[src/rtl/treemux_pkg.sv]
// Shared constants and helpers for the two-level registered demux tree.
// Imported by treedemux_prim and treedemux16.
package treemux_pkg;

  localparam int TREE_GROUP = 4;
  localparam int DEST_W     = 4;
  localparam int DROP_CNT_W = 16;
  localparam int MAX_N      = 16;

  // Number of level-1 groups: full groups of TREE_GROUP plus a residual one.
  function automatic int num_groups(input int n);
    return (n + TREE_GROUP - 1) / TREE_GROUP;
  endfunction

  // Outputs served by level-1 group g of an n-output tree.
  function automatic int group_size(input int n, input int g);
    return (g < n / TREE_GROUP) ? TREE_GROUP : n % TREE_GROUP;
  endfunction

endpackage : treemux_pkg

[src/rtl/treedemux_prim.sv]
// One registered 1:N demux level (N <= 4). An output register loads only
// when its valid is being set; otherwise it holds.
module treedemux_prim
  import treemux_pkg::*;
#(
  parameter int WIDTH = 72,
  parameter int N     = TREE_GROUP
) (
  input  logic             CLK,
  input  logic             RST_N,
  input  logic [WIDTH-1:0] data_in,
  input  logic             valid_in,
  input  logic [1:0]       sel_in,
  output logic [WIDTH-1:0] data_out [N-1:0],
  output logic [N-1:0]     valid_out
);

  logic [N-1:0]     valid_d, valid_q;
  logic [WIDTH-1:0] data_d [N-1:0];
  logic [WIDTH-1:0] data_q [N-1:0];

  always_comb begin
    // NOTE: defaults first so no path leaves a signal unassigned (no latch).
    valid_d = '0;
    for (int i = 0; i < N; i++) begin
      data_d[i]  = data_q[i];
      valid_d[i] = valid_in && (sel_in == 2'(i));
      if (valid_d[i]) data_d[i] = data_in;
    end
  end

  always_ff @(posedge CLK or negedge RST_N) begin
    if (!RST_N) begin
      valid_q <= '0;
      // NOTE: data registers are reset too; outputs must read 0 while RST_N is low.
      for (int i = 0; i < N; i++) data_q[i] <= '0;
    end else begin
      // NOTE: <= so every flop samples pre-edge values regardless of statement order.
      valid_q <= valid_d;
      for (int i = 0; i < N; i++) data_q[i] <= data_d[i];
    end
  end

  assign valid_out = valid_q;
  always_comb begin
    for (int i = 0; i < N; i++) data_out[i] = data_q[i];
  end

endmodule : treedemux_prim

[src/rtl/treedemux16.sv]
// 1:N two-level registered demux tree, 2-cycle latency, no backpressure.
// Define TREEDEMUX_DROP_CNT_EN to build the out-of-range drop pulse/counter.
module treedemux16
  import treemux_pkg::*;
#(
  parameter int WIDTH = 72,
  parameter int N     = 16
) (
  input  logic                  CLK,
  input  logic                  RST_N,
  input  logic [WIDTH-1:0]      data_in,
  input  logic                  valid_in,
  input  logic [DEST_W-1:0]     dest_in,
  output logic [WIDTH-1:0]      data_out [N-1:0],
  output logic [N-1:0]          valid_out,
  output logic                  drop_pulse,
  output logic [DROP_CNT_W-1:0] drop_cnt
);

  localparam int N_GRP = num_groups(N);
  localparam int L0_W  = WIDTH + 2;

  logic             in_range;
  logic             l0_valid_in;
  logic [L0_W-1:0]  l0_payload;
  logic [L0_W-1:0]  l0_data [N_GRP-1:0];
  logic [N_GRP-1:0] l0_valid;

  // Out-of-range beats never enter the tree, so no output register moves.
  assign in_range    = {1'b0, dest_in} < 5'(N);
  assign l0_valid_in = valid_in && in_range;
  assign l0_payload  = {dest_in[1:0], data_in};

  treedemux_prim #(
    .WIDTH (L0_W),
    .N     (N_GRP)
  ) u_l0 (
    .CLK       (CLK),
    .RST_N     (RST_N),
    .data_in   (l0_payload),
    .valid_in  (l0_valid_in),
    .sel_in    (dest_in[3:2]),
    .data_out  (l0_data),
    .valid_out (l0_valid)
  );

  for (genvar g = 0; g < N_GRP; g++) begin : g_grp
    localparam int GSZ = group_size(N, g);

    logic [WIDTH-1:0] grp_data [GSZ-1:0];
    logic [GSZ-1:0]   grp_valid;

    treedemux_prim #(
      .WIDTH (WIDTH),
      .N     (GSZ)
    ) u_l1 (
      .CLK       (CLK),
      .RST_N     (RST_N),
      .data_in   (l0_data[g][WIDTH-1:0]),
      .valid_in  (l0_valid[g]),
      .sel_in    (l0_data[g][L0_W-1:WIDTH]),
      .data_out  (grp_data),
      .valid_out (grp_valid)
    );

    for (genvar j = 0; j < GSZ; j++) begin : g_out
      assign data_out[g*TREE_GROUP+j]  = grp_data[j];
      assign valid_out[g*TREE_GROUP+j] = grp_valid[j];
    end
  end

`ifdef TREEDEMUX_DROP_CNT_EN
  logic                  drop_now;
  logic                  drop_pulse_d, drop_pulse_q;
  logic [DROP_CNT_W-1:0] drop_cnt_d, drop_cnt_q;

  assign drop_now = valid_in && !in_range;

  always_comb begin
    drop_pulse_d = drop_now;
    drop_cnt_d   = drop_cnt_q;
    if (drop_now && (drop_cnt_q != '1)) drop_cnt_d = drop_cnt_q + 1'b1;
  end

  always_ff @(posedge CLK or negedge RST_N) begin
    if (!RST_N) begin
      drop_pulse_q <= 1'b0;
      drop_cnt_q   <= '0;
    end else begin
      drop_pulse_q <= drop_pulse_d;
      drop_cnt_q   <= drop_cnt_d;
    end
  end

  assign drop_pulse = drop_pulse_q;
  assign drop_cnt   = drop_cnt_q;
`else
  assign drop_pulse = 1'b0;
  assign drop_cnt   = '0;
`endif

endmodule : treedemux16

[config.mk]
export PLATFORM = sky130hd
export DESIGN_NAME = treedemux16
export DESIGN_NICKNAME = d
export VERILOG_FILES = /design/src/rtl/treemux_pkg.sv /design/src/rtl/treedemux_prim.sv /design/src/rtl/treedemux16.sv
export SDC_FILE = /design/constraint.sdc
export NUM_CORES = 1
export LEC_CHECK = 0
export CAP_MARGIN = 10
export CORE_AREA = 2 2 486 488
export DETAILED_ROUTE_END_ITERATION = 8
export DIE_AREA = 0 0 488 490
export PLACE_DENSITY = 0.55
export SKIP_CTS_REPAIR_TIMING = 1
export SYNTH_ARGS = -nofsm -noshare
export SYNTH_HDL_FRONTEND = slang
export SYNTH_SLANG_ARGS = --single-unit
[constraint.sdc]
create_clock -name CLK -period 1.65 [get_ports CLK]
set_clock_uncertainty 0.2 [all_clocks]
set_input_delay 0.33 -clock CLK [delete_from_list [all_inputs] [get_ports CLK]]
set_output_delay 0.33 -clock CLK [all_outputs]
set_load 0.01 [all_outputs]
== After elaboration in Yosys (flattened, before gate mapping) ==
Index checks and enable logic that the tools add are counted.

* Flip-flop bits (word level): 1468
* Output and inout port bits: 1185
* Word-level logic and storage cells: 65
* Input bits: 79

* Reductions and logical operators: 25
* Equal/unequal tests: 15

{| class="wikitable"
|+ Operators with widths
! cell !! number
|-
| $eq A2 B2 Y1 const B || 10
|-
| $logic_and A1 B1 Y1 || 20
|-
| $eq A2 B1 Y1 const B || 5
|-
| $logic_not A2 Y1 || 5
|}

== Depth between registers and ports, before layout ==
Gate-level depths: netlist of run 1.

* Depth after elaboration: 2
* Depth in mapped cells: 5
* Gate-level depth less buffers: 3

== By module ==
Synthesis of run 1 repeated with hierarchy kept, for this count alone.

* Cells, all modules: 3125
* Area, all modules: 54787.5 um^2

{| class="wikitable"
|+ By module, submodules not included
! module !! seq. area each (um^2) !! cells an instance !! area each (um^2) !! times used
|-
| treedemux_prim (g_grp[0].u_l1 ...) || 7307.0 || 618 || 10892.9 || 4
|-
| treedemux_prim (u_l0) || 7507.2 || 635 || 11084.4 || 1
|-
| treedemux16 || 0.0 || 18 || 131.4 || 1
|}

== Least setup slack after synthesis of run 1 ==
No wires, ideal clock.

* Path type: reg-to-reg
* Start point: register u_l0.data_q (netlist bit u_l0.data_out[295])
* End point: register g_grp[3].u_l1.data_q (netlist bit g_grp[3].u_l1.data_out[10])
* Arrival: 1.265 ns
* Stages on the path, launching flop included: 5
* Buffers on the path: 2
* Path slack: 0.061 ns
* Required time: 1.325 ns
* Library setup time: 0.125 ns
* Clock period less this slack: 1.589 ns
* Path through: dfrtp_1 nor3b_2 buf_4 buf_6 mux2_2

* Cells in the longest elaborated chain, start to end: 2

{| class="wikitable"
|+ Ends and longest elaborated chain
! element !! RTL line !! RTL
|-
| start, declared || treedemux_prim.sv:20 || <nowiki>logic [WIDTH-1:0] data_q [N-1:0];</nowiki>
|-
| $logic_not A2 Y1 || treedemux_prim.sv:27 || <nowiki>valid_d[i] = valid_in && (sel_in == 2'(i));</nowiki>
|-
| $logic_and A1 B1 Y1 || treedemux_prim.sv:27 ||
|-
| end, declared || treedemux_prim.sv:20 ||
|}

Every way passes these cells.
A chain may end at the register's enable or synchronous reset.

== Final worst setup path of run 1 ==
* Start point: register u_l0.data_q (netlist bit u_l0.data_out[221])
* End point: register g_grp[2].u_l1.data_q (netlist bit g_grp[2].u_l1.data_out[14])

* Cells in the longest elaborated chain, start to end: 2

{| class="wikitable"
|+ Ends and longest elaborated chain
! element !! RTL line
|-
| $logic_not A2 Y1 || treedemux_prim.sv:27
|-
| $logic_and A1 B1 Y1 || treedemux_prim.sv:27
|-
| end, declared || treedemux_prim.sv:20
|}

Every way passes these cells.

==> qor.yml, run 1 <==
run_status: "complete, but fails checks"
violations: "negative setup slack"
cts.htree.levels: 4
start_kind: "flop"
drtIter0Drc: 1383
rsz0062_at_grt: "yes"
seq_area_frac_synth_pct: 67.2
grt_pass1_vias: 35780
p_int_uw: 109000
finalCritPeriodShare_pct: 120
netlist_area_sq_mm: 0.0547
synthToLayoutAreaGrowth_pct: 47.9
p_leak_uw: 0.0414
grt_pass1_wl_mm: 300
drtPass1Iterations: 4
yosys_warnings: 0
dp.final_hpwl_mm: 168
multi_input_area_sq_mm: 0.0166
combPwrFrac_pct: 36.2
maxSlewViolCount: 0
numCtsBuffers: 165
die_x_um: 488
port_buffers: 1246
worst_pin_slew_ns: 0.580
syn_area_per_cell_sq_um: 17.5
drcViolationCount: 0
fmax_mhz: 505
gp_congestion: 0.820
power_density_mw_per_mm2: 2000
grt_max_degree: 78
antenna_found_initial: 20
dr_total_vias: 33903
setup_viol: 2209
cts.clk_slew.worst_paths_ns: 0.06
cp_data_required_time_ns: 2.12
routedWlPerCell_um: 27.2
initial_core_util_pct: 23.4
crit_type: "flop to flop"
arrival_ns: 2.45
cts_tree: "built"
clk_path_buf_depth: 3
via_per_inst: 4.23
power.share.sequential_pct: 39.8
worstSetupEndpointType: "flop"
post-route-min-period_ns: 1.98
num_io_pins: 1264
clock_latency_ns: 0.82
swShare_pct: 32.6
fp.coreArea_sq_mm: 0.234
fin_nets: 4811
drive_gt1_share_pct: 58.1
ant_nets: 0
cts.sinks: 1468
power.total_uw: 162000
maxCapViolCount: 0
groute.usage.overall_pct: 17.8
hold_viol: 0
pre_cts_slack_ns: -0.813
synth_cell_types: 14
ys_seq_elements: 1468
worst_ir_drop_vdd_v: 0.00110
overflow: 0
row_count: 178
p_sw_uw: 52700
hp-class: "input port to flop"
layout_setup_ws_ns: -0.328
syn_inst: 3124
fillCellCount: 22631
seqCellArea_sq_mm: 0.0368
clockRootBuffer: "clkbuf_16"
clock_power_share_pct: 24.0
die_h_um: 490
cp_max_fo: 17
relSlewSlack_pct: 61.3
dieArea_sq_mm: 0.239
wirelength_mm: 218
synthesized netlist by cell type, drive strengths merged:
library cell | instances | area [sq um]
conb | 1 | 3.75
inv | 14 | 52.6
and3 | 1 | 6.26
buf | 173 | 1390
nand3 | 4 | 47.6
dfrtp | 1468 | 36700
mux2 | 1448 | 16300
nand3b | 10 | 75.1
nor3b | 5 | 47.5
placed cells by master (no fill, tap or decap), types with 17 or more instances in the layout:
cell type | Yosys | layout
mux2_2 | 1448 | 1448
conb_1 | 1 | 17
buf_4 | 82 | 264
clkbuf_1 | 0 | 35
dfrtp_1 | 1468 | 1452
clkdlybuf4s50_1 | 0 | 77
buf_6 | 51 | 526
dlymetal6s2s_1 | 0 | 432
buf_12 | 0 | 138
clkbuf_2 | 0 | 156
clkbuf_16 | 0 | 168
clkbuf_8 | 0 | 38
path summary, 6_finish.rpt:
path,startpoint,end,slack (ns),cells past startpoint
setup / recovery,u_l0.data_out[221],g_grp[2].u_l1.data_out[14],-0.33,4
hold / removal,data_in[54],u_l0.data_out[276],0.03,2
setup reg to reg,u_l0.data_out[221],g_grp[2].u_l1.data_out[14],-0.33,4
hold reg to reg,g_grp[3].u_l1.data_out[93],g_grp[3].u_l1.data_out[93],0.30,1
max in group asynchronous,RST_N,u_l0.data_out[47],0.10,3
min in group asynchronous,RST_N,g_grp[2].u_l1.data_out[255],0.22,3
worst max-delay path, cell delays in order (launching register included):
cell and delay, ns:
dfrtp_1 0.42, nor3b_4 0.35, buf_12 0.24, buf_12 0.21
mux2_2 0.35
logic make-up (layout without fill, tap and decap cells):
| logic type | count (synthesis) | after routing | synth area share (%) |
|---|---|---|---|
| flip-flops | 1468 | 1468 | 67.2 |
| multiplexers | 1448 | 1448 | 29.8 |
| buffers and inverters | 187 | 1909 | 2.64 |
| AND/OR/NAND/NOR | 20 | 20 | 0.323 |
| other | 1 | 27 | 0.00686 |
layout make-up:
| cell class | instances | share of cell area [%] |
|---|---|---|
| clock inverters | 56 | 1.13 |
| clock buffers | 241 | 6.01 |
| inverters | 14 | 0.0681 |
| well taps | 3150 | 4.88 |
| diodes | 10 | 0.0310 |
| multi-input cells | 1485 | 20.5 |
| flip-flops and latches | 1468 | 45.5 |
| repair buffers | 1598 | 21.9 |
metrics by stage:
stage	hold WS (ns)	cells	cell area, sq um	utilization (%)	setup TNS, ns
2_1_floorplan	-0.166	3140	54700	-	0
3_3_place_gp	0.115	7661	73700	31.5	-365.07
3_5_place_dp	0.128	7661	73700	31.5	-374.94
4_1_cts	-0.768	7958	79400	33.9	-954.36
5_1_grt	0.00399	8013	80800	34.5	-549.52
6_report	0.0295	8022	80800	34.5	-403.65
routing by layer:
metal / GRT usage (%) / vias up / routed length (um) / part of all wire, %
li1: - / 14324 / - / -
met1: 21.5 / 18159 / 88100 / 40
met2: 30.0 / 1144 / 106000 / 49
met3: 6.05 / 272 / 17900 / 8.2
met4: 5.00 / 4 / 6220 / 2.9
met5: 0 / - / 21 / 0.0096
power groups by stage:
stage	Combinational, uW	Sequential, uW	Clock, uW
detailed placement	60400	63700	0
global route	61800	66200	41400
finish	58600	64300	38800
global placement	60100	63100	0
CTS	60700	63300	39900
floorplan	14100	66400	0
state kept, by name, indices dropped and copies added, names as in the netlist:
name,flops
u_l0.valid_out,4
g_grp.u_l1.data_out,1152
u_l0.data_out,296
g_grp.u_l1.valid_out,16
Note: power is estimated with default switching activity, not from simulation.
==> run 2: changes to the inputs <==
- ABC_AREA: not set -> 0
- CTS_CLUSTER_DIAMETER: not set -> 30
==> run 2 against run 1 <==
  * Largest power group is now the clock network
  * Utilization increased by 3.0 points
  * Routed wire length rose by 2.0%
  * Critical path type is now flop to primary output
  * The run still ends with negative setup slack left
  * Clock power is 91% higher
==> qor.yml, run 2 (same netlist as run 1, synthesis figures left out) <==
start_kind: "flop"
rsz0062_at_grt: "yes"
clockRootBuffer: "clkbuf_16"
layout_commonest_cell: "dfrtp_1"
violations: "negative setup slack"
fp.coreArea_sq_mm: 0.234  # unchanged
reg2reg_from: "u_l0.data_out[221]"
groute.usage.overall_pct: 18.1  # +0.32 points
crit_chain: "buf_12"
die_x_um: 488  # unchanged
layout_setup_ws_ns: -0.423  # -0.0946 ns
largest_reg_flops: 1152  # unchanged
worst_ir_drop_vdd_v: 0.00124  # +12%
hold_depth: 3  # +1
min_to: "u_l0.data_out[271]"
power_density_mw_per_mm2: 2240  # +12%
initial_core_util_pct: 23.4  # unchanged
num_io_pins: 1264  # unchanged
die_h_um: 490  # unchanged
fin_area_sq_mm: 0.0878  # +8.7%
cts_tree: "built"
cp_data_required_time_ns: 1.12  # -1.00 ns
gp_congestion: 0.820  # unchanged
dieArea_sq_mm: 0.239  # unchanged
worstSetupEndpointType: "primary output"
p_leak_uw: 0.0446  # +7.6%
drtPass1Iterations: 4  # unchanged
clock_latency_ns: 0.92  # +0.10 ns
maxSlewViolCount: 0  # unchanged
grt_max_degree: 78  # unchanged
ant_nets: 0  # unchanged
row_count: 178  # unchanged
cpPeakStageDelay_ns: 0.45  # +0.03 ns
hold_viol: 0  # unchanged
routedWlPerCell_um: 26.5  # -2.6%
finalSetupTns_ns: -524.28  # -120.63 ns
drive_gt1_share_pct: 61.0  # +2.9 points
arrival_ns: 1.54  # -0.91 ns
power.total_uw: 197000  # +22%
grt_pass1_vias: 38211  # +6.8%
crit_type: "flop to primary output"
numCtsBuffers: 366  # +120%
hp-class: "input port to flop"
finalCritPeriodShare_pct: 126  # +5.7 points
cpMaxStageDelayCell: "dfrtp_2"
rrSetupSlack_ns: -0.41  # -0.08 ns
worst_pin_slew_ns: 0.584  # +0.00392 ns
maxCapViolCount: 0  # unchanged
cts.sinks: 1468  # unchanged
cp_num_buf_inv: 1  # -1
via_per_inst: 4.22  # about the same
post-route-min-period_ns: 2.07  # +0.0946 ns
drtIter0Drc: 1329  # -3.9%
fmax_mhz: 482  # -4.6%
critPathTopFamily: "flip-flops"
reg2reg_depth: 4  # unchanged
antenna_found_initial: 21  # +5.0%
holdWs_ns: 0.0378  # +0.00829 ns
min-delay-start: "data_in[49]"
dr_total_vias: 35492  # +4.7%
synthToLayoutAreaGrowth_pct: 60.7
overflow: 0  # unchanged
fin_nets: 5043  # +4.8%
cts.clk_slew.worst_paths_ns: 0.05  # about the same
relSlewSlack_pct: 61.1  # -0.26 points
layout_common_cells: "1452 x dfrtp_1, 1448 x mux2_2, 502 x buf_6"
post-route-util_pct: 37.5  # +3.0 points
dpl_cell_area_sq_mm: 0.0737  # unchanged
port_buffers: 1246  # unchanged
wirelength_mm: 223  # +2.0%
grt_pass1_wl_mm: 307  # +2.5%
timing.rr.end: "g_grp[2].u_l1.data_out[38]"
run_status: "complete, but fails checks"
cts.htree.levels: 5  # +1
drcViolationCount: 0  # unchanged
clk_path_buf_depth: 4  # +1
setup_viol: 2215  # +0.27%
cp_max_fo: 2  # -15
dp.final_hpwl_mm: 168  # unchanged
cp-startpoint: "g_grp[2].u_l1.data_out[234]"
-- run 2: cell types whose count changed in the layout (fill, tap and decap cells not counted), sizes merged --
cell	before	now
dlymetal6s2s	432	403
diode	10	6
inv	26	30
clkbuf	397	682
clkinv	26	68
buf	931	914
clkinvlp	3	39
bufinv	15	55
dlygate4sd3	2	29
-- run 2: through the flow --
step	std cells	setup slack, ns
2_1_floorplan	3140	0.0608
3_3_place_gp	7661	-0.832
3_5_place_dp	7661	-0.813
4_1_cts	8315	-1.06
5_1_grt	8401	-0.500
6_report	8406	-0.423
-- run 2: worst max-delay path by stage --
stage,to,cells past startpoint,slack (ns)
finish,data_out[810],1,-0.42
global route,data_out[810],1,-0.50
CTS,data_out[296],1,-1.06
detailed placement,u_l0.data_out[123],5,-0.81
global placement,u_l0.data_out[124],5,-0.83
floorplan,g_grp[3].u_l1.data_out[10],4,0.06
-- run 2: layer usage --
| layer | up-vias | track usage, % | wire length [um] |
|---|---|---|---|
| met3 | 370 | 6.84 | 19100 |
| li1 | 14933 | - | - |
| met2 | 1381 | 30.1 | 107000 |
| met4 | 4 | 6.24 | 7750 |
| met1 | 18804 | 21.3 | 88700 |
| met5 | - | 0 | 33 |
-- run 2: report_power, final --
group | total (uW) | leakage [uW] | switching [uW] | internal, uW
registers | 64400 | 0.0181 | 12800 | 51700
clock network | 74100 | 0.00621 | 22200 | 51900
logic | 58300 | 0.0203 | 24200 | 34100
total | 197000 | 0.0446 | 59100 | 138000
-- run 2: area by class of cell --
cell class | count | area, sq um
clock inverter | 178 | 2600
fill | 21988 | 146000
tap | 3150 | 3940
timing repair buffer | 1629 | 17600
antenna | 6 | 15.0
multi-input combinational | 1485 | 16600
inverter | 14 | 55.1
sequential | 1468 | 36800
clock buffer | 476 | 10200
